[src/rtl/audio_mix_sched_if.sv]
// audio_mix_sched_if: sample handshakes from the two audio sources
// (A = sound generator, B = speech) into the mixer/scheduler.
// master = upstream sources, slave = audio_mix_sched.
interface audio_mix_sched_if #(
   parameter int AUDIO_BITS = 16
);
   logic [AUDIO_BITS-1:0] a_data;
   logic                  a_valid;
   logic                  a_ready;
   logic [AUDIO_BITS-1:0] b_data;
   logic                  b_valid;
   logic                  b_ready;

   modport master (
      output a_data, a_valid, b_data, b_valid,
      input  a_ready, b_ready
   );

   modport slave (
      input  a_data, a_valid, b_data, b_valid,
      output a_ready, b_ready
   );
endinterface

[src/rtl/audio_mix_sched.sv]
// audio_mix_sched: paces two audio sources to a fixed sample tick, mixes
// them with saturation and applies mute gain before the sigma-delta DAC.
// Optional feature macro: AUDIO_SOFTMUTE_EN
//   defined   -> gain ramps 0..2^GAIN_BITS one step per tick (click-free)
//   undefined -> hard mute, d is either the mix or 0, no multiplier
module audio_mix_sched #(
   parameter int AUDIO_BITS = 16,
   parameter int CLK_DIV    = 256,
   parameter int GAIN_BITS  = 6
) (
   input  logic                  clk,
   input  logic                  reset_n,
   input  logic                  enable,
   audio_mix_sched_if.slave      src,
   output logic [AUDIO_BITS-1:0] d,
   output logic                  tick,
   output logic                  muted,
   output logic                  clip,
   output logic [1:0]            underrun
);

   localparam int CW = (CLK_DIV > 2) ? $clog2(CLK_DIV) : 1;
   localparam logic [CW-1:0] CNT_LAST = CW'(CLK_DIV - 1);
   localparam logic [CW-1:0] CNT_ONE  = CW'(1);
   localparam logic [AUDIO_BITS-1:0] MAXV = {1'b0, {(AUDIO_BITS-1){1'b1}}};
   localparam logic [AUDIO_BITS-1:0] MINV = {1'b1, {(AUDIO_BITS-1){1'b0}}};

   typedef enum logic [1:0] {
      MUTED     = 2'd0,
      RAMP_UP   = 2'd1,
      RUN       = 2'd2,
      RAMP_DOWN = 2'd3
   } state_t;

   // ------------------------------------------------------------------
   // Sample tick divider
   // ------------------------------------------------------------------
   logic [CW-1:0] cnt;

   // free-running 0..CLK_DIV-1 counter; tick is its terminal count
   always_ff @(posedge clk or negedge reset_n) begin
      if (!reset_n)            cnt <= '0;
      else if (cnt == CNT_LAST) cnt <= '0;
      else                     cnt <= cnt + CNT_ONE;
   end

   assign tick = (cnt == CNT_LAST);

   // ------------------------------------------------------------------
   // Per-source holding register, full flag and last-value (hold) reg
   // ------------------------------------------------------------------
   logic [1:0][AUDIO_BITS-1:0] s_data;
   logic [1:0][AUDIO_BITS-1:0] s_cur;
   logic [1:0]                 s_valid;
   logic [1:0]                 s_ready;
   logic [1:0]                 full;

   assign s_data  = {src.b_data, src.a_data};
   assign s_valid = {src.b_valid, src.a_valid};
   assign src.a_ready = s_ready[0];
   assign src.b_ready = s_ready[1];

   for (genvar g = 0; g < 2; g++) begin : g_src
      logic [AUDIO_BITS-1:0] hold_r;
      logic [AUDIO_BITS-1:0] last_r;
      logic                  full_r;
      logic                  xfer;

      // the tick consumes the held sample, so a new one may enter that cycle
      assign s_ready[g] = !full_r || tick;
      assign xfer       = s_valid[g] && s_ready[g];
      // an empty register at tick falls back to sample-and-hold
      assign s_cur[g]   = full_r ? hold_r : last_r;
      assign full[g]    = full_r;

      // load on handshake; a tick-cycle load is kept for the next tick
      always_ff @(posedge clk or negedge reset_n) begin
         if (!reset_n) begin
            hold_r <= '0;
            last_r <= '0;
            full_r <= 1'b0;
         end else begin
            if (xfer) begin
               hold_r <= s_data[g];
               full_r <= 1'b1;
            end else if (tick) begin
               full_r <= 1'b0;
            end
            if (tick && full_r) last_r <= hold_r;
         end
      end
   end

   // ------------------------------------------------------------------
   // Saturating mix
   // ------------------------------------------------------------------
   logic [AUDIO_BITS:0]   sum;
   logic                  sat;
   logic [AUDIO_BITS-1:0] mix;

   // one guard bit is enough for two operands; disagreeing top bits = overflow
   always_comb begin
      sum = {s_cur[0][AUDIO_BITS-1], s_cur[0]} + {s_cur[1][AUDIO_BITS-1], s_cur[1]};
      sat = sum[AUDIO_BITS] ^ sum[AUDIO_BITS-1];
      mix = sum[AUDIO_BITS-1:0];
      if (sat) mix = sum[AUDIO_BITS] ? MINV : MAXV;
   end

   // ------------------------------------------------------------------
   // Gain and output register
   // ------------------------------------------------------------------
   state_t                state;
   logic [AUDIO_BITS-1:0] out_val;

`ifdef AUDIO_SOFTMUTE_EN
   localparam logic [GAIN_BITS:0] GFULL = {1'b1, {GAIN_BITS{1'b0}}};
   localparam logic [GAIN_BITS:0] GONE  = {{GAIN_BITS{1'b0}}, 1'b1};

   logic [GAIN_BITS:0]                 gain;
   logic [GAIN_BITS:0]                 g_up;
   logic [GAIN_BITS:0]                 g_dn;
   logic signed [AUDIO_BITS+GAIN_BITS+1:0] prod;

   assign g_up = gain + GONE;
   assign g_dn = gain - GONE;
   // gain is unsigned 0..2^GAIN_BITS; >>> floors toward -inf
   assign prod    = $signed(mix) * $signed({1'b0, gain});
   assign out_val = AUDIO_BITS'(prod >>> GAIN_BITS);

   // tick-paced output update and ramped-gain FSM; gain used is pre-step
   always_ff @(posedge clk or negedge reset_n) begin
      if (!reset_n) begin
         state    <= MUTED;
         gain     <= '0;
         d        <= '0;
         muted    <= 1'b1;
         clip     <= 1'b0;
         underrun <= '0;
      end else begin
         clip     <= 1'b0;
         underrun <= '0;
         if (tick) begin
            d        <= out_val;
            clip     <= sat;
            underrun <= ~full;
            case (state)
               MUTED: if (enable) begin
                  gain  <= g_up;
                  state <= (g_up == GFULL) ? RUN : RAMP_UP;
                  muted <= 1'b0;
               end
               RAMP_UP, RAMP_DOWN: begin
                  if (enable) begin
                     gain  <= g_up;
                     state <= (g_up == GFULL) ? RUN : RAMP_UP;
                  end else begin
                     gain <= g_dn;
                     if (g_dn == '0) begin
                        state <= MUTED;
                        muted <= 1'b1;
                     end else begin
                        state <= RAMP_DOWN;
                     end
                  end
               end
               RUN: if (!enable) begin
                  gain  <= g_dn;
                  state <= RAMP_DOWN;
               end
               default: begin
                  state <= MUTED;
                  gain  <= '0;
                  muted <= 1'b1;
               end
            endcase
         end
      end
   end
`else
   // hard mute: enable seen at the tick switches that very update
   assign out_val = enable ? mix : '0;

   // tick-paced output update and two-state mute FSM
   always_ff @(posedge clk or negedge reset_n) begin
      if (!reset_n) begin
         state    <= MUTED;
         d        <= '0;
         muted    <= 1'b1;
         clip     <= 1'b0;
         underrun <= '0;
      end else begin
         clip     <= 1'b0;
         underrun <= '0;
         if (tick) begin
            d        <= out_val;
            clip     <= sat;
            underrun <= ~full;
            case (state)
               MUTED: if (enable) begin
                  state <= RUN;
                  muted <= 1'b0;
               end
               RUN: if (!enable) begin
                  state <= MUTED;
                  muted <= 1'b1;
               end
               default: begin
                  state <= MUTED;
                  muted <= 1'b1;
               end
            endcase
         end
      end
   end
`endif

endmodule

[src/flat_wrapper.sv]
// flat-port wrapper written by rule: the top's interface ports become plain ports
module audio_mix_sched_flat 
#(
   parameter int AUDIO_BITS = 16,
   parameter int CLK_DIV    = 256,
   parameter int GAIN_BITS  = 6
)
  (clk, reset_n, enable, d, tick, muted, clip, underrun, src_a_data, src_a_valid, src_b_data, src_b_valid, src_a_ready, src_b_ready);
  audio_mix_sched_if #(.AUDIO_BITS(AUDIO_BITS)) src_i ();
  input  logic clk;
  input  logic reset_n;
  input  logic enable;
  output logic [AUDIO_BITS-1:0] d;
  output logic tick;
  output logic muted;
  output logic clip;
  output logic [1:0] underrun;
  input wire logic [$bits(src_i.a_data)-1:0] src_a_data;
  input wire logic [$bits(src_i.a_valid)-1:0] src_a_valid;
  input wire logic [$bits(src_i.b_data)-1:0] src_b_data;
  input wire logic [$bits(src_i.b_valid)-1:0] src_b_valid;
  output wire logic [$bits(src_i.a_ready)-1:0] src_a_ready;
  output wire logic [$bits(src_i.b_ready)-1:0] src_b_ready;
  assign src_i.a_data = src_a_data;
  assign src_i.a_valid = src_a_valid;
  assign src_i.b_data = src_b_data;
  assign src_i.b_valid = src_b_valid;
  assign src_a_ready = src_i.a_ready;
  assign src_b_ready = src_i.b_ready;
  audio_mix_sched #(.AUDIO_BITS(AUDIO_BITS), .CLK_DIV(CLK_DIV), .GAIN_BITS(GAIN_BITS)) u_core (.clk(clk), .reset_n(reset_n), .enable(enable), .src(src_i), .d(d), .tick(tick), .muted(muted), .clip(clip), .underrun(underrun));
endmodule
[config.mk]
export PLATFORM = sky130hd
export DESIGN_NAME = audio_mix_sched_flat
export DESIGN_NICKNAME = d
export VERILOG_FILES = /design/src/rtl/audio_mix_sched_if.sv /design/src/rtl/audio_mix_sched.sv /design/src/flat_wrapper.sv
export SDC_FILE = /design/constraint.sdc
export NUM_CORES = 1
export LEC_CHECK = 0
export ABC_AREA = 1
export BUFFER_PORTS_ARGS = -buffer_cell sky130_fd_sc_hd__buf_2
export CAP_MARGIN = 25
export CORE_MARGIN = 1.5
export CORE_UTILIZATION = 35
export CTS_BUF_LIST = sky130_fd_sc_hd__clkbuf_4 sky130_fd_sc_hd__clkbuf_8
export CTS_CLUSTER_SIZE = 12
export DETAILED_ROUTE_END_ITERATION = 10
export GPL_ROUTABILITY_DRIVEN = 0
export PLACE_DENSITY = 0.57
export SLEW_MARGIN = 20
export SYNTH_ARGS = -nofsm -noshare
export SYNTH_HDL_FRONTEND = slang
export SYNTH_SLANG_ARGS = --single-unit
[constraint.sdc]
create_clock -name clk -period 3.86 [get_ports clk]
set_input_delay 0.772 -clock clk [delete_from_list [all_inputs] [get_ports clk]]
set_output_delay 0.772 -clock clk [all_outputs]
set_load 0.01 [all_outputs]
==> results of run 1 <==
[power groups by stage]
stage	sequential (mW)	clock (mW)	combinational [mW]
2_1_floorplan	1.02	0	0.000641
3_3_place_gp	1.02	0	0.0406
3_5_place_dp	1.02	0	0.0416
4_1_cts	0.996	0.731	0.0418
5_1_grt	0.996	0.765	0.0466
6_report	0.995	0.703	0.0404
[worst max-delay path, stage by stage, from the launching register on]
cell	delay (ns)
dfrtp_1	0.96
a21oi_1	0.15
ha_1	0.27
fa_1	0.40
nand2_1	0.08
nand2_1	0.09
nand3_1	0.09
nand2_1	0.14
nand2_2	0.13
nand2_2	0.07
nand2_2	0.07
nand2_4	0.07
a21oi_4	0.35
nand2_1	0.11
nand2_1	0.07
[cell usage after synthesis, drive strengths merged, types with 4 or more instances]
| cell | instances |
|---|---|
| nand2 | 171 |
| dfrtp | 94 |
| nor2 | 81 |
| a21oi | 76 |
| inv | 65 |
| o21ai | 34 |
| nand3 | 29 |
| clkbuf | 18 |
| ha | 17 |
| xnor2 | 9 |
| buf | 7 |
| nor3 | 7 |
| xor2 | 5 |
| nand3b | 4 |
[worst paths after layout]
check	start	endpoint	slack, ns	cells after the start
worst min-delay path	reset_n	u_core.g_src[1].hold_r[11]$_DFFE_PN0P_	0.42	1
worst max register to register	u_core.g_src[0].full_r$_DFFE_PN0P_	u_core.d[2]$_DFFE_PN0P_	0.73	14
worst max-delay path	u_core.g_src[0].full_r$_DFFE_PN0P_	u_core.d[2]$_DFFE_PN0P_	0.73	14
max in group asynchronous	reset_n	u_core.muted$_DFFE_PN1P_	2.72	2
min in group clk	u_core.cnt[0]$_DFF_PN0_	u_core.cnt[0]$_DFF_PN0_	0.46	1
worst min register to register	u_core.cnt[0]$_DFF_PN0_	u_core.cnt[0]$_DFF_PN0_	0.46	1
[metal layers]
layer  vias to the layer above  wire (um)  global-route usage [%]  share of wire (%)
li1                       2079          -                       -                  -
met1                      1836       5160                    20.8                 48
met2                        83       4760                    23.9                 44
met3                        20        581                    4.31                5.4
met4                         0        263                    6.76                2.4
met5                         -          0                       0                  0
[final cells by class]
| type | count | area, um2 |
|---|---|---|
| sequential | 95 | 2380 |
| multi-input combinational | 440 | 2210 |
| fill | 1409 | 8200 |
| timing repair buffer | 63 | 347 |
| inverter | 66 | 249 |
| clock inverter | 2 | 37.5 |
| clock buffer | 14 | 180 |
| tap | 180 | 225 |
[logic make-up after synthesis]
family          after synthesis  share of synthesized area (%)
flops                        95                           48.0
compound gates              113                           12.3
buf+inv                      91                           7.47
fa+ha+maj                    18                           4.70
xor+xnor                     14                           2.47
simple gates                295                           25.1
[registers in the layout (all words and copies together) (netlist names)]
name                 cells
u_core.underrun          2
u_core.g_src.full_r      2
u_core.muted             1
u_core.cnt               8
u_core.clip              1
u_core.g_src.last_r     32
u_core.state             1
u_core.g_src.hold_r     32
u_core.d                16
[metrics by stage]
| stage | instance area [um2] | total power, mW |
|---|---|---|
| after floorplan | 4950 | 1.02 |
| after global placement | 5370 | 1.06 |
| after detailed placement | 5370 | 1.06 |
| after CTS | 5590 | 1.77 |
| after global routing | 5620 | 1.81 |
| final | 5620 | 1.74 |
==> impl_results.html, run 1 <==
<table>
<tr><th>Metric</th><th>Value</th></tr>
<tr><th colspan="2">Synthesis</th></tr>
<tr><td>Syn Std Cell Area</td><td>4950 um2</td></tr>
<tr><td>Number of different library cells in the post-synthesis netlist</td><td>30</td></tr>
<tr><td>Main flop type after synthesis</td><td>dfrtp_1</td></tr>
<tr><td>Library cell with the largest summed area after synthesis</td><td>dfrtp_1</td></tr>
<tr><td>Sequential-to-total area share from yosys stat</td><td>about half</td></tr>
<tr><td>Post-synthesis average cell area</td><td>7.91 um2</td></tr>
<tr><td>Cell count after synthesis</td><td>626</td></tr>
<tr><td>Fraction of synthesized cell area taken by the top area cell type</td><td>47.5%</td></tr>
<tr><td>Synth area leaders</td><td>dfrtp_1 (47%), nand2_1 (12%), a21oi_1 (7.2%), nor2_1 (6.1%), inv_1 (4.8%)</td></tr>
<tr><td>Async set-or-reset flop fraction in the synthesized netlist</td><td>100%</td></tr>
<tr><td>Total nets after synthesis</td><td>681</td></tr>
<tr><td>Yosys synthesis warning count</td><td>0</td></tr>
<tr><td>Flop and latch count out of synthesis</td><td>95</td></tr>
<tr><td>EDFF count, synth</td><td>0</td></tr>
<tr><th colspan="2">CTS</th></tr>
<tr><td>Clock insertion delay at the later pin of the skew report</td><td>0.38 ns</td></tr>
<tr><td>Post-cts sizing count</td><td>0</td></tr>
<tr><td>Post-CTS Repair Setup Buffers</td><td>0</td></tr>
<tr><td>Clock tree from TritonCTS</td><td>yes</td></tr>
<tr><td>Number of buffers inserted during clock tree synthesis</td><td>9</td></tr>
<tr><td>Clk sink count</td><td>95</td></tr>
<tr><td>Clk Tree Root Cell</td><td>clkbuf_8</td></tr>
<tr><td>H-tree depth reported by CTS</td><td>3</td></tr>
<tr><td>Clock transition time at the flip-flop clock pins of the worst setup and hold paths</td><td>0.09 ns</td></tr>
<tr><td>Number of buffers between clock root and the deepest sink</td><td>2</td></tr>
<tr><td>Post-cts hold buffer count</td><td>0</td></tr>
<tr><th colspan="2">Timing</th></tr>
<tr><td>Worst hold margin</td><td>0.416 ns</td></tr>
<tr><td>RSZ-0062 raised after global routing</td><td>no</td></tr>
<tr><td>Setup TNS</td><td>0 ns</td></tr>
<tr><td>Time the worst path needs with I/O delays and setup</td><td>approximately 3.1 ns</td></tr>
<tr><td>Setup slack of the critical path after layout</td><td>0.733 ns</td></tr>
<tr><td>Worst-case headroom to the max-slew limit</td><td>37.7%</td></tr>
<tr><td>Number of hold violations in the final report</td><td>0</td></tr>
<tr><td>Count of final setup violators</td><td>0</td></tr>
<tr><td>Maximum operating frequency</td><td>roughly 0.32 GHz</td></tr>
<tr><td>Tightest Pin Transition</td><td>0.934 ns</td></tr>
<tr><td>Slew Viols, Final</td><td>0</td></tr>
<tr><td>Crit share post-route</td><td>81.0%</td></tr>
<tr><td>Clk_skew</td><td>0.0130 ns</td></tr>
<tr><th colspan="2">Die</th></tr>
<tr><td>X dimension of the die</td><td>around 120 um</td></tr>
<tr><td>I/O pin total</td><td>60</td></tr>
<tr><td>Area of the die</td><td>between 10,000 and 15,000 um2</td></tr>
<tr><td>Effective utilization at floorplan</td><td>35.8%</td></tr>
<tr><td>Die H</td><td>around 120 um</td></tr>
<tr><td>Row count</td><td>43</td></tr>
<tr><td>Placeable core region</td><td>between 10,000 and 15,000 um2</td></tr>
<tr><th colspan="2">Setup path</th></tr>
<tr><td>Data arrival at the endpoint of the critical path</td><td>3.44 ns</td></tr>
<tr><td>Maximum fanout encountered on the critical timing path</td><td>35</td></tr>
<tr><td>CP Class</td><td>flip-flop to flip-flop</td></tr>
<tr><td>Type of origin of the critical path</td><td>flip-flop</td></tr>
<tr><td>Worst endpoint required time</td><td>4.17 ns</td></tr>
<tr><td>Critical path capture point type</td><td>flip-flop</td></tr>
<tr><th colspan="2">Power and ir drop</th></tr>
<tr><td>VDD IR-drop max</td><td>0.253 mV</td></tr>
<tr><td>Design internal power</td><td>1.38 mW</td></tr>
<tr><td>Leak Pwr</td><td>2.81 nW</td></tr>
<tr><td>Net switching power of the design</td><td>0.361 mW</td></tr>
<tr><td>Switching share of power</td><td>20.8%</td></tr>
<tr><td>Power Dens Cells</td><td>309 nW/um2</td></tr>
<tr><td>Clk network pwr share</td><td>40.4%</td></tr>
<tr><td>Power share of the combinational group</td><td>2.3%</td></tr>
<tr><td>Sequential share of power</td><td>57.2%</td></tr>
<tr><th colspan="2">Final layout</th></tr>
<tr><td>Number of antenna cells inserted</td><td>0</td></tr>
<tr><td>Leading cell type in the layout, fill and taps excluded</td><td>nand2_1</td></tr>
<tr><td>Fraction of final layout cells with drive strength greater than 1</td><td>15.4%</td></tr>
<tr><td>Layout Cells excl Fill</td><td>between 800 and 900</td></tr>
<tr><td>Nets</td><td>730</td></tr>
<tr><td>Most frequent cells in the layout</td><td>nand2_1 (158), dfrtp_1 (94), nor2_1 (81), a21oi_1 (71), inv_1 (63)</td></tr>
<tr><td>Final core occ</td><td>40.7%</td></tr>
<tr><td>Area delta synth-&gt;final</td><td>13.5%</td></tr>
<tr><th colspan="2">Global routing</th></tr>
<tr><td>Largest net degree at the start of global routing</td><td>80</td></tr>
<tr><td>Number of antenna violations at the first check in global routing</td><td>0</td></tr>
<tr><td>Number of global-route vias before repair</td><td>3,704</td></tr>
<tr><td>Wire length of the first global-routing pass</td><td>about 18 mm</td></tr>
<tr><td>Overflow after GRT</td><td>0</td></tr>
<tr><td>Aggregate global-route resource usage</td><td>15.6%</td></tr>
<tr><th colspan="2">Detailed routing</th></tr>
<tr><td>Via count</td><td>4,018</td></tr>
<tr><td>Starting DRC count in detailed routing</td><td>172</td></tr>
<tr><td>Antenna viol nets, final</td><td>0</td></tr>
<tr><td>DRT Wirelength</td><td>between 10 and 15 mm</td></tr>
<tr><td>Detailed-route wire length per cell</td><td>12.5 um</td></tr>
<tr><td>Post-DR vias/cell</td><td>4.67</td></tr>
<tr><td>Number of DRC violations after detailed routing</td><td>0</td></tr>
<tr><td>Number of search-and-repair iterations in the first detailed-routing pass</td><td>4</td></tr>
<tr><th colspan="2">Min path</th></tr>
<tr><td>Hold crit path type</td><td>primary input to asynchronous set/reset pin</td></tr>
<tr><th colspan="2">Place</th></tr>
<tr><td>Number of input and output port buffers inserted</td><td>59</td></tr>
<tr><td>Post-placement worst setup slack</td><td>0.653 ns</td></tr>
<tr><td>Placed Instances</td><td>between 800 and 900</td></tr>
<tr><td>Half-perimeter wire length of the detailed placement result</td><td>approximately 8.0 mm</td></tr>
<tr><th colspan="2">Job</th></tr>
<tr><td>Count of max-cap constraint violations</td><td>0</td></tr>
<tr><th colspan="2">Run status</th></tr>
<tr><td>Outcome</td><td>finished clean</td></tr>
</table>
(Power assumes the default switching activity.)
==> inputs of run 2 (changes only) <==
- clock period: 3.86 -> 3.2 ns (I/O delays scaled with it)
==> run 2 against run 1 <==
  * Global-route usage up 0.33 points
  * Clock-buffer cell count fell by 1
  * Worst setup slack got worse by 0.38 ns
  * Sequential power rose by 21%
  * Highest routed layer unchanged
==> impl_results.html, run 2 (synthesis results as in run 1) <==
<table>
<tr><th>Metric</th><th>Value</th></tr>
<tr><th colspan="2">Die</th></tr>
<tr><td>Row count</td><td>43</td></tr>
<tr><td>I/O pin total</td><td>60</td></tr>
<tr><td>X dimension of the die</td><td>122 um</td></tr>
<tr><td>Area of the die</td><td>14,900 um2</td></tr>
<tr><td>Placeable core region</td><td>between 10,000 and 15,000 um2</td></tr>
<tr><td>Effective utilization at floorplan</td><td>35.8%</td></tr>
<tr><td>Die H</td><td>122 um</td></tr>
<tr><th colspan="2">CTS</th></tr>
<tr><td>Post-CTS Repair Setup Buffers</td><td>0</td></tr>
<tr><td>Post-cts hold buffer count</td><td>0</td></tr>
<tr><td>Clk sink count</td><td>95</td></tr>
<tr><td>Clock insertion delay at the later pin of the skew report</td><td>between 0.3 and 0.4 ns</td></tr>
<tr><td>Clock transition time at the flip-flop clock pins of the worst setup and hold paths</td><td>approximately 0.090 ns</td></tr>
<tr><td>Number of buffers between clock root and the deepest sink</td><td>2</td></tr>
<tr><td>Clock tree from TritonCTS</td><td>yes</td></tr>
<tr><td>Number of buffers inserted during clock tree synthesis</td><td>9</td></tr>
<tr><td>Clk Tree Root Cell</td><td>clkbuf_8</td></tr>
<tr><td>H-tree depth reported by CTS</td><td>3</td></tr>
<tr><td>Post-cts sizing count</td><td>0</td></tr>
<tr><th colspan="2">Timing</th></tr>
<tr><td>Tightest Pin Transition</td><td>0.839 ns</td></tr>
<tr><td>Count of final setup violators</td><td>0</td></tr>
<tr><td>Setup TNS</td><td>0 ns</td></tr>
<tr><td>Worst-case headroom to the max-slew limit</td><td>between 40% and 50%</td></tr>
<tr><td>Clk_skew</td><td>0.00884 ns</td></tr>
<tr><td>Number of hold violations in the final report</td><td>0</td></tr>
<tr><td>Slew Viols, Final</td><td>0</td></tr>
<tr><td>Time the worst path needs with I/O delays and setup</td><td>2.84 ns</td></tr>
<tr><td>Crit share post-route</td><td>88.9%</td></tr>
<tr><td>RSZ-0062 raised after global routing</td><td>no</td></tr>
<tr><td>Maximum operating frequency</td><td>about 0.35 GHz</td></tr>
<tr><th colspan="2">Detailed routing</th></tr>
<tr><td>Starting DRC count in detailed routing</td><td>234</td></tr>
<tr><td>Post-DR vias/cell</td><td>4.56</td></tr>
<tr><td>Detailed-route wire length per cell</td><td>approximately 12 um</td></tr>
<tr><td>Via count</td><td>3,938</td></tr>
<tr><td>Antenna viol nets, final</td><td>0</td></tr>
<tr><td>Number of search-and-repair iterations in the first detailed-routing pass</td><td>4</td></tr>
<tr><td>Number of DRC violations after detailed routing</td><td>0</td></tr>
<tr><td>DRT Wirelength</td><td>10.8 mm</td></tr>
<tr><th colspan="2">Setup path</th></tr>
<tr><td>Top Family by Delay on Critical Path</td><td>simple AND/OR/NAND/NOR gates</td></tr>
<tr><td>Data arrival at the endpoint of the critical path</td><td>3.15 ns</td></tr>
<tr><td>Critical path capture point type</td><td>flip-flop</td></tr>
<tr><td>Crit path max-delay cell type</td><td>dfrtp_1</td></tr>
<tr><td>Depth of the most critical reg-to-reg path</td><td>15</td></tr>
<tr><td>Worst endpoint required time</td><td>3.51 ns</td></tr>
<tr><td>RR Startpoint</td><td>u_core.g_src[1].full_r$_DFFE_PN0P_</td></tr>
<tr><td>CP Class</td><td>flip-flop to flip-flop</td></tr>
<tr><td>Highest cell delay on the worst timing path</td><td>0.57 ns</td></tr>
<tr><td>Destination of the worst register-to-register timing path</td><td>u_core.d[3]$_DFFE_PN0P_</td></tr>
<tr><td>Type of origin of the critical path</td><td>flip-flop</td></tr>
<tr><td>Cell seen most often among critical-path stages</td><td>nand2_1</td></tr>
<tr><td>Worst reg2reg setup slack</td><td>0.36 ns</td></tr>
<tr><td>Number of buffers and inverters on the critical path</td><td>2</td></tr>
<tr><td>Cell chain of the critical path</td><td>buf_4 &gt; nor2_1 &gt; a21oi_1 &gt; ha_1 &gt; nand2_2 &gt; inv_1 &gt; a21oi_1 &gt; nand2_1 &gt; nand2_1 &gt; nand2_1 &gt; nand2_1 &gt; nand2_2 &gt; a21oi_4 &gt; nand2_1 &gt; nand2_1</td></tr>
<tr><td>Maximum fanout encountered on the critical timing path</td><td>22</td></tr>
<tr><th colspan="2">Global routing</th></tr>
<tr><td>Number of global-route vias before repair</td><td>3,803</td></tr>
<tr><td>Wire length of the first global-routing pass</td><td>18.4 mm</td></tr>
<tr><td>Largest net degree at the start of global routing</td><td>between 90 and 100</td></tr>
<tr><td>Aggregate global-route resource usage</td><td>~16%</td></tr>
<tr><td>Number of antenna violations at the first check in global routing</td><td>0</td></tr>
<tr><td>Overflow after GRT</td><td>0</td></tr>
<tr><th colspan="2">Final layout</th></tr>
<tr><td>Leading cell type in the layout, fill and taps excluded</td><td>nand2_1</td></tr>
<tr><td>Most frequent cells in the layout</td><td>nand2_1 (158), dfrtp_1 (94), nor2_1 (81), a21oi_1 (71), inv_1 (63)</td></tr>
<tr><td>Fraction of final layout cells with drive strength greater than 1</td><td>between 10% and 20%</td></tr>
<tr><td>Largest registers in the final layout</td><td>u_core.g_src.hold_r x32, u_core.g_src.last_r x32, u_core.d x16</td></tr>
<tr><td>Layout Cells excl Fill</td><td>863</td></tr>
<tr><td>Nets</td><td>733</td></tr>
<tr><td>Area delta synth-&gt;final</td><td>14.2%</td></tr>
<tr><td>Number of antenna cells inserted</td><td>0</td></tr>
<tr><th colspan="2">Place</th></tr>
<tr><td>Half-perimeter wire length of the detailed placement result</td><td>just under 8 mm</td></tr>
<tr><td>Number of input and output port buffers inserted</td><td>59</td></tr>
<tr><td>Placed Instances</td><td>between 800 and 900</td></tr>
<tr><th colspan="2">Min path</th></tr>
<tr><td>Hold crit path type</td><td>primary input to asynchronous set/reset pin</td></tr>
<tr><th colspan="2">Power and ir drop</th></tr>
<tr><td>Leak Pwr</td><td>2.83 nW</td></tr>
<tr><td>Power Dens Cells</td><td>365 nW/um2</td></tr>
<tr><td>VDD IR-drop max</td><td>0.260 mV</td></tr>
<tr><th colspan="2">Job</th></tr>
<tr><td>Count of max-cap constraint violations</td><td>0</td></tr>
<tr><th colspan="2">Run status</th></tr>
<tr><td>Outcome</td><td>finished clean</td></tr>
</table>
run 2: cell types whose count changed in the layout (fill, tap and decap cells not counted):
cell        before  now
clkinv_4         0    1
clkinvlp_4       1    0
buf_4            2    5
clkinv_2         1    2
clkbuf_8        12   10
clkbuf_4         2    3
buf_16           0    1
buf_6            1    0
buf_12           0    2
buf_8            2    0
run 2: worst max path at each step:
stage | start | endpoint | slack [ns] | depth (start not counted)
floorplan | u_core.g_src[0].full_r$_DFFE_PN0P_ | u_core.d[10]$_DFFE_PN0P_ | 0.59 | 17
global placement | u_core.g_src[1].full_r$_DFFE_PN0P_ | u_core.d[10]$_DFFE_PN0P_ | 0.44 | 15
detailed placement | u_core.g_src[1].full_r$_DFFE_PN0P_ | u_core.d[3]$_DFFE_PN0P_ | 0.41 | 15
CTS | u_core.g_src[1].full_r$_DFFE_PN0P_ | u_core.d[3]$_DFFE_PN0P_ | 0.36 | 15
global route | u_core.g_src[1].full_r$_DFFE_PN0P_ | u_core.d[3]$_DFFE_PN0P_ | 0.04 | 15
finish | u_core.g_src[1].full_r$_DFFE_PN0P_ | u_core.d[3]$_DFFE_PN0P_ | 0.36 | 15
run 2: metal layers:
| metal | up-vias | routed length (um) | global-route usage (%) |
|---|---|---|---|
| li1 | 2090 | - | - |
| met1 | 1767 | 5320 | 21.9 |
| met2 | 68 | 4800 | 24.5 |
| met3 | 13 | 412 | 2.90 |
| met4 | 0 | 225 | 7.21 |
| met5 | - | 0 | 0 |
run 2: worst register-to-register path, stage by stage, from the launching register on:
cell and delay (ns):
dfrtp_1 0.57, buf_4 0.30, nor2_1 0.07, a21oi_1 0.17
ha_1 0.33, nand2_2 0.14, inv_1 0.05, a21oi_1 0.14
nand2_1 0.13, nand2_1 0.12, nand2_1 0.08, nand2_1 0.07
nand2_2 0.09, a21oi_4 0.35, nand2_1 0.12, nand2_1 0.07
run 2: report_power, final:
part	internal [mW]	switching [mW]
clock	0.410	0.404
sequential	1.20	0.000351
combinational	0.0190	0.0292
run 2: layout make-up:
class / count / area [um2]
Inverter: 66 / 249
Sequential cell: 95 / 2380
Clock inverter: 3 / 43.8
Clock buffer: 13 / 160
Timing Repair Buffer: 66 / 395
Tap cell: 180 / 225
Fill cell: 1419 / 8170
Multi-Input combinational cell: 440 / 2210
run 2: per-stage QoR:
| stage | util [%] | hold WS, ns | area (um2) | setup WS, ns | power (mW) |
|---|---|---|---|---|---|
| global route | 40.9 | 0.338 | 5660 | 0.0376 | 2.16 |
| floorplan | - | 0.344 | 4950 | 0.592 | 1.23 |
| global placement | 39.2 | 0.450 | 5430 | 0.439 | 1.27 |
| CTS | 40.7 | 0.319 | 5630 | 0.358 | 2.10 |
| finish | 40.9 | 0.317 | 5660 | 0.355 | 2.06 |
| detailed placement | 39.2 | 0.459 | 5430 | 0.409 | 1.28 |
==> inputs of run 3 (changes only) <==
- CORE_MARGIN: 1.5 -> 3
- CTS_CLUSTER_DIAMETER: not set -> 80
- HOLD_SLACK_MARGIN: not set -> 0.03
==> run 3 against run 2 <==
  * Clock power decreased by 9.1%
  * Largest power group unchanged
  * Critical endpoint unchanged
  * Wire length is 2.2% higher
  * Clock-buffer cell count grew 1
  * Critical path type unchanged
  * Highest routed layer unchanged
  * First-iteration DRC count is 33% higher
  * Flip-flop and latch count stayed put
==> impl_results.html, run 3 (synthesis results as in run 1) <==
<table>
<tr><th>Metric</th><th>Value</th></tr>
<tr><th colspan="2">Run status</th></tr>
<tr><td>Outcome</td><td>finished clean</td></tr>
<tr><th colspan="2">Detailed routing</th></tr>
<tr><td>Number of DRC violations after detailed routing</td><td>0</td></tr>
<tr><td>Post-DR vias/cell</td><td>~4.7</td></tr>
<tr><td>Number of search-and-repair iterations in the first detailed-routing pass</td><td>5</td></tr>
<tr><td>Via count</td><td>4,026</td></tr>
<tr><td>Antenna viol nets, final</td><td>0</td></tr>
<tr><td>Detailed-route wire length per cell</td><td>12.8 um</td></tr>
<tr><td>Starting DRC count in detailed routing</td><td>312</td></tr>
<tr><td>DRT Wirelength</td><td>11.0 mm</td></tr>
<tr><th colspan="2">Timing</th></tr>
<tr><td>Setup TNS</td><td>0 ns</td></tr>
<tr><td>Count of final setup violators</td><td>0</td></tr>
<tr><td>Time the worst path needs with I/O delays and setup</td><td>2.73 ns</td></tr>
<tr><td>Worst-case headroom to the max-slew limit</td><td>around 67%</td></tr>
<tr><td>Maximum operating frequency</td><td>~0.37 GHz</td></tr>
<tr><td>RSZ-0062 raised after global routing</td><td>no</td></tr>
<tr><td>Clk_skew</td><td>0.0163 ns</td></tr>
<tr><td>Crit share post-route</td><td>a little under nine tenths</td></tr>
<tr><td>Slew Viols, Final</td><td>0</td></tr>
<tr><td>Number of hold violations in the final report</td><td>0</td></tr>
<tr><td>Tightest Pin Transition</td><td>0.499 ns</td></tr>
<tr><th colspan="2">Setup path</th></tr>
<tr><td>Worst endpoint required time</td><td>3.49 ns</td></tr>
<tr><td>Critical path capture point type</td><td>flip-flop</td></tr>
<tr><td>Depth of the most critical reg-to-reg path</td><td>15</td></tr>
<tr><td>Data arrival at the endpoint of the critical path</td><td>3.03 ns</td></tr>
<tr><td>Type of origin of the critical path</td><td>flip-flop</td></tr>
<tr><td>CP Class</td><td>flip-flop to flip-flop</td></tr>
<tr><td>Maximum fanout encountered on the critical timing path</td><td>19</td></tr>
<tr><th colspan="2">Power and ir drop</th></tr>
<tr><td>Clk network pwr share</td><td>37.2%</td></tr>
<tr><td>Power share of the combinational group</td><td>2.4%</td></tr>
<tr><td>Sequential share of power</td><td>60.4%</td></tr>
<tr><td>VDD IR-drop max</td><td>0.217 mV</td></tr>
<tr><td>Net switching power of the design</td><td>roughly 0.43 mW</td></tr>
<tr><td>Power Dens Cells</td><td>354 nW/um2</td></tr>
<tr><td>Leak Pwr</td><td>2.81 nW</td></tr>
<tr><td>Design internal power</td><td>1.56 mW</td></tr>
<tr><td>Switching share of power</td><td>21.6%</td></tr>
<tr><td>Final Power</td><td>~2 mW</td></tr>
<tr><th colspan="2">Final layout</th></tr>
<tr><td>Number of antenna cells inserted</td><td>0</td></tr>
<tr><td>Area delta synth-&gt;final</td><td>13.4%</td></tr>
<tr><td>Most frequent cells in the layout</td><td>nand2_1 (158), dfrtp_1 (93), nor2_1 (81), a21oi_1 (71), inv_1 (63)</td></tr>
<tr><td>Fraction of final layout cells with drive strength greater than 1</td><td>16.2%</td></tr>
<tr><td>Largest registers in the final layout</td><td>u_core.g_src.hold_r x32, u_core.g_src.last_r x32, u_core.d x16</td></tr>
<tr><td>Leading cell type in the layout, fill and taps excluded</td><td>nand2_1</td></tr>
<tr><td>Nets</td><td>735</td></tr>
<tr><th colspan="2">Global routing</th></tr>
<tr><td>Number of antenna violations at the first check in global routing</td><td>0</td></tr>
<tr><td>Largest net degree at the start of global routing</td><td>96</td></tr>
<tr><td>Overflow after GRT</td><td>0</td></tr>
<tr><td>Aggregate global-route resource usage</td><td>14.7%</td></tr>
<tr><td>Number of global-route vias before repair</td><td>3,884</td></tr>
<tr><td>Wire length of the first global-routing pass</td><td>18.9 mm</td></tr>
<tr><th colspan="2">Die</th></tr>
<tr><td>X dimension of the die</td><td>125 um</td></tr>
<tr><td>I/O pin total</td><td>60</td></tr>
<tr><td>Row count</td><td>42</td></tr>
<tr><td>Placeable core region</td><td>13,600 um2</td></tr>
<tr><td>Area of the die</td><td>15,600 um2</td></tr>
<tr><td>Effective utilization at floorplan</td><td>roughly 37%</td></tr>
<tr><td>Die H</td><td>125 um</td></tr>
<tr><th colspan="2">Place</th></tr>
<tr><td>Half-perimeter wire length of the detailed placement result</td><td>8.12 mm</td></tr>
<tr><td>Number of input and output port buffers inserted</td><td>59</td></tr>
<tr><th colspan="2">CTS</th></tr>
<tr><td>Number of buffers inserted during clock tree synthesis</td><td>9</td></tr>
<tr><td>H-tree depth reported by CTS</td><td>3</td></tr>
<tr><td>Number of buffers between clock root and the deepest sink</td><td>2</td></tr>
<tr><td>Clock transition time at the flip-flop clock pins of the worst setup and hold paths</td><td>about 0.08 ns</td></tr>
<tr><td>Clock tree from TritonCTS</td><td>yes</td></tr>
<tr><td>Clock insertion delay at the later pin of the skew report</td><td>0.37 ns</td></tr>
<tr><td>Post-CTS Repair Setup Buffers</td><td>0</td></tr>
<tr><td>Clk sink count</td><td>95</td></tr>
<tr><td>Clk Tree Root Cell</td><td>clkbuf_8</td></tr>
<tr><th colspan="2">Min path</th></tr>
<tr><td>Hold crit path type</td><td>primary input to asynchronous set/reset pin</td></tr>
<tr><th colspan="2">Job</th></tr>
<tr><td>Count of max-cap constraint violations</td><td>0</td></tr>
</table>
## run 3: routing by layer
metal  global-route usage [%]  vias to the layer above  wire [um]
li1                         -                     2089          -
met4                     5.87                        0        246
met2                     22.7                       85       4930
met3                     2.77                       17        505
met5                        0                        -          0
met1                     20.4                     1835       5320
## run 3: power by group through the flow
| stage | logic [mW] | clock network [mW] | registers [mW] |
|---|---|---|---|
| floorplan | 0.000773 | 0 | 1.23 |
| global placement | 0.0498 | 0 | 1.22 |
| detailed placement | 0.0512 | 0 | 1.22 |
| CTS | 0.0514 | 0.769 | 1.20 |
| global route | 0.0568 | 0.818 | 1.20 |
| finish | 0.0485 | 0.740 | 1.20 |
## run 3: worst paths after layout
| check | from | endpoint | slack (ns) |
|---|---|---|---|
| max | u_core.g_src[1].full_r$_DFFE_PN0P_ | u_core.d[3]$_DFFE_PN0P_ | 0.47 |
| min | reset_n | u_core.g_src[0].hold_r[7]$_DFFE_PN0P_ | 0.32 |
| max reg2reg | u_core.g_src[1].full_r$_DFFE_PN0P_ | u_core.d[3]$_DFFE_PN0P_ | 0.47 |
| min reg2reg | u_core.cnt[0]$_DFF_PN0_ | u_core.cnt[0]$_DFF_PN0_ | 0.46 |
| max in group asynchronous | reset_n | u_core.g_src[1].full_r$_DFFE_PN0P_ | 2.49 |
| min in group clk | u_core.cnt[0]$_DFF_PN0_ | u_core.cnt[0]$_DFF_PN0_ | 0.46 |
## run 3: critical path: stages (launching register included)
cell     delay, ns
dfrtp_2       0.53
buf_4         0.26
nor2_1        0.07
a21oi_1       0.14
ha_1          0.31
nand2_1       0.09
nand2_1       0.09
a21oi_1       0.14
nand2_1       0.14
nand2_1       0.13
nand2_1       0.08
nand2_1       0.07
nand2_2       0.09
a21oi_4       0.34
nand2_1       0.11
nand2_1       0.07
## run 3: cell type report
| class | count | area, um2 |
|---|---|---|
| fillers | 1452 | 7940 |
| flip-flops and latches | 95 | 2380 |
| multi-input cells | 440 | 2210 |
| repair buffers | 68 | 378 |
| inverters | 66 | 249 |
| well taps | 176 | 220 |
| clock buffers | 14 | 168 |
| clock inverters | 2 | 16.3 |
## run 3: per-stage QoR
| stage | util [%] | hold WS, ns | std cells | worst slack, ns | instance area, um2 |
|---|---|---|---|---|---|
| final | 41.4 | 0.316 | 861 | 0.468 | 5620 |
| after detailed placement | 40.1 | 0.453 | 845 | 0.329 | 5430 |
| after global placement | 40.1 | 0.450 | 845 | 0.421 | 5430 |
| after floorplan | - | 0.344 | 626 | 0.592 | 4950 |
| after CTS | 41.4 | 0.333 | 861 | 0.292 | 5620 |
| after global routing | 41.4 | 0.347 | 861 | 0.166 | 5620 |
## run 3: timing repair
item,4_1_cts,5_1_grt
setup endpoints to repair,0,1
hold buffers,0,0
resized for setup,0,1
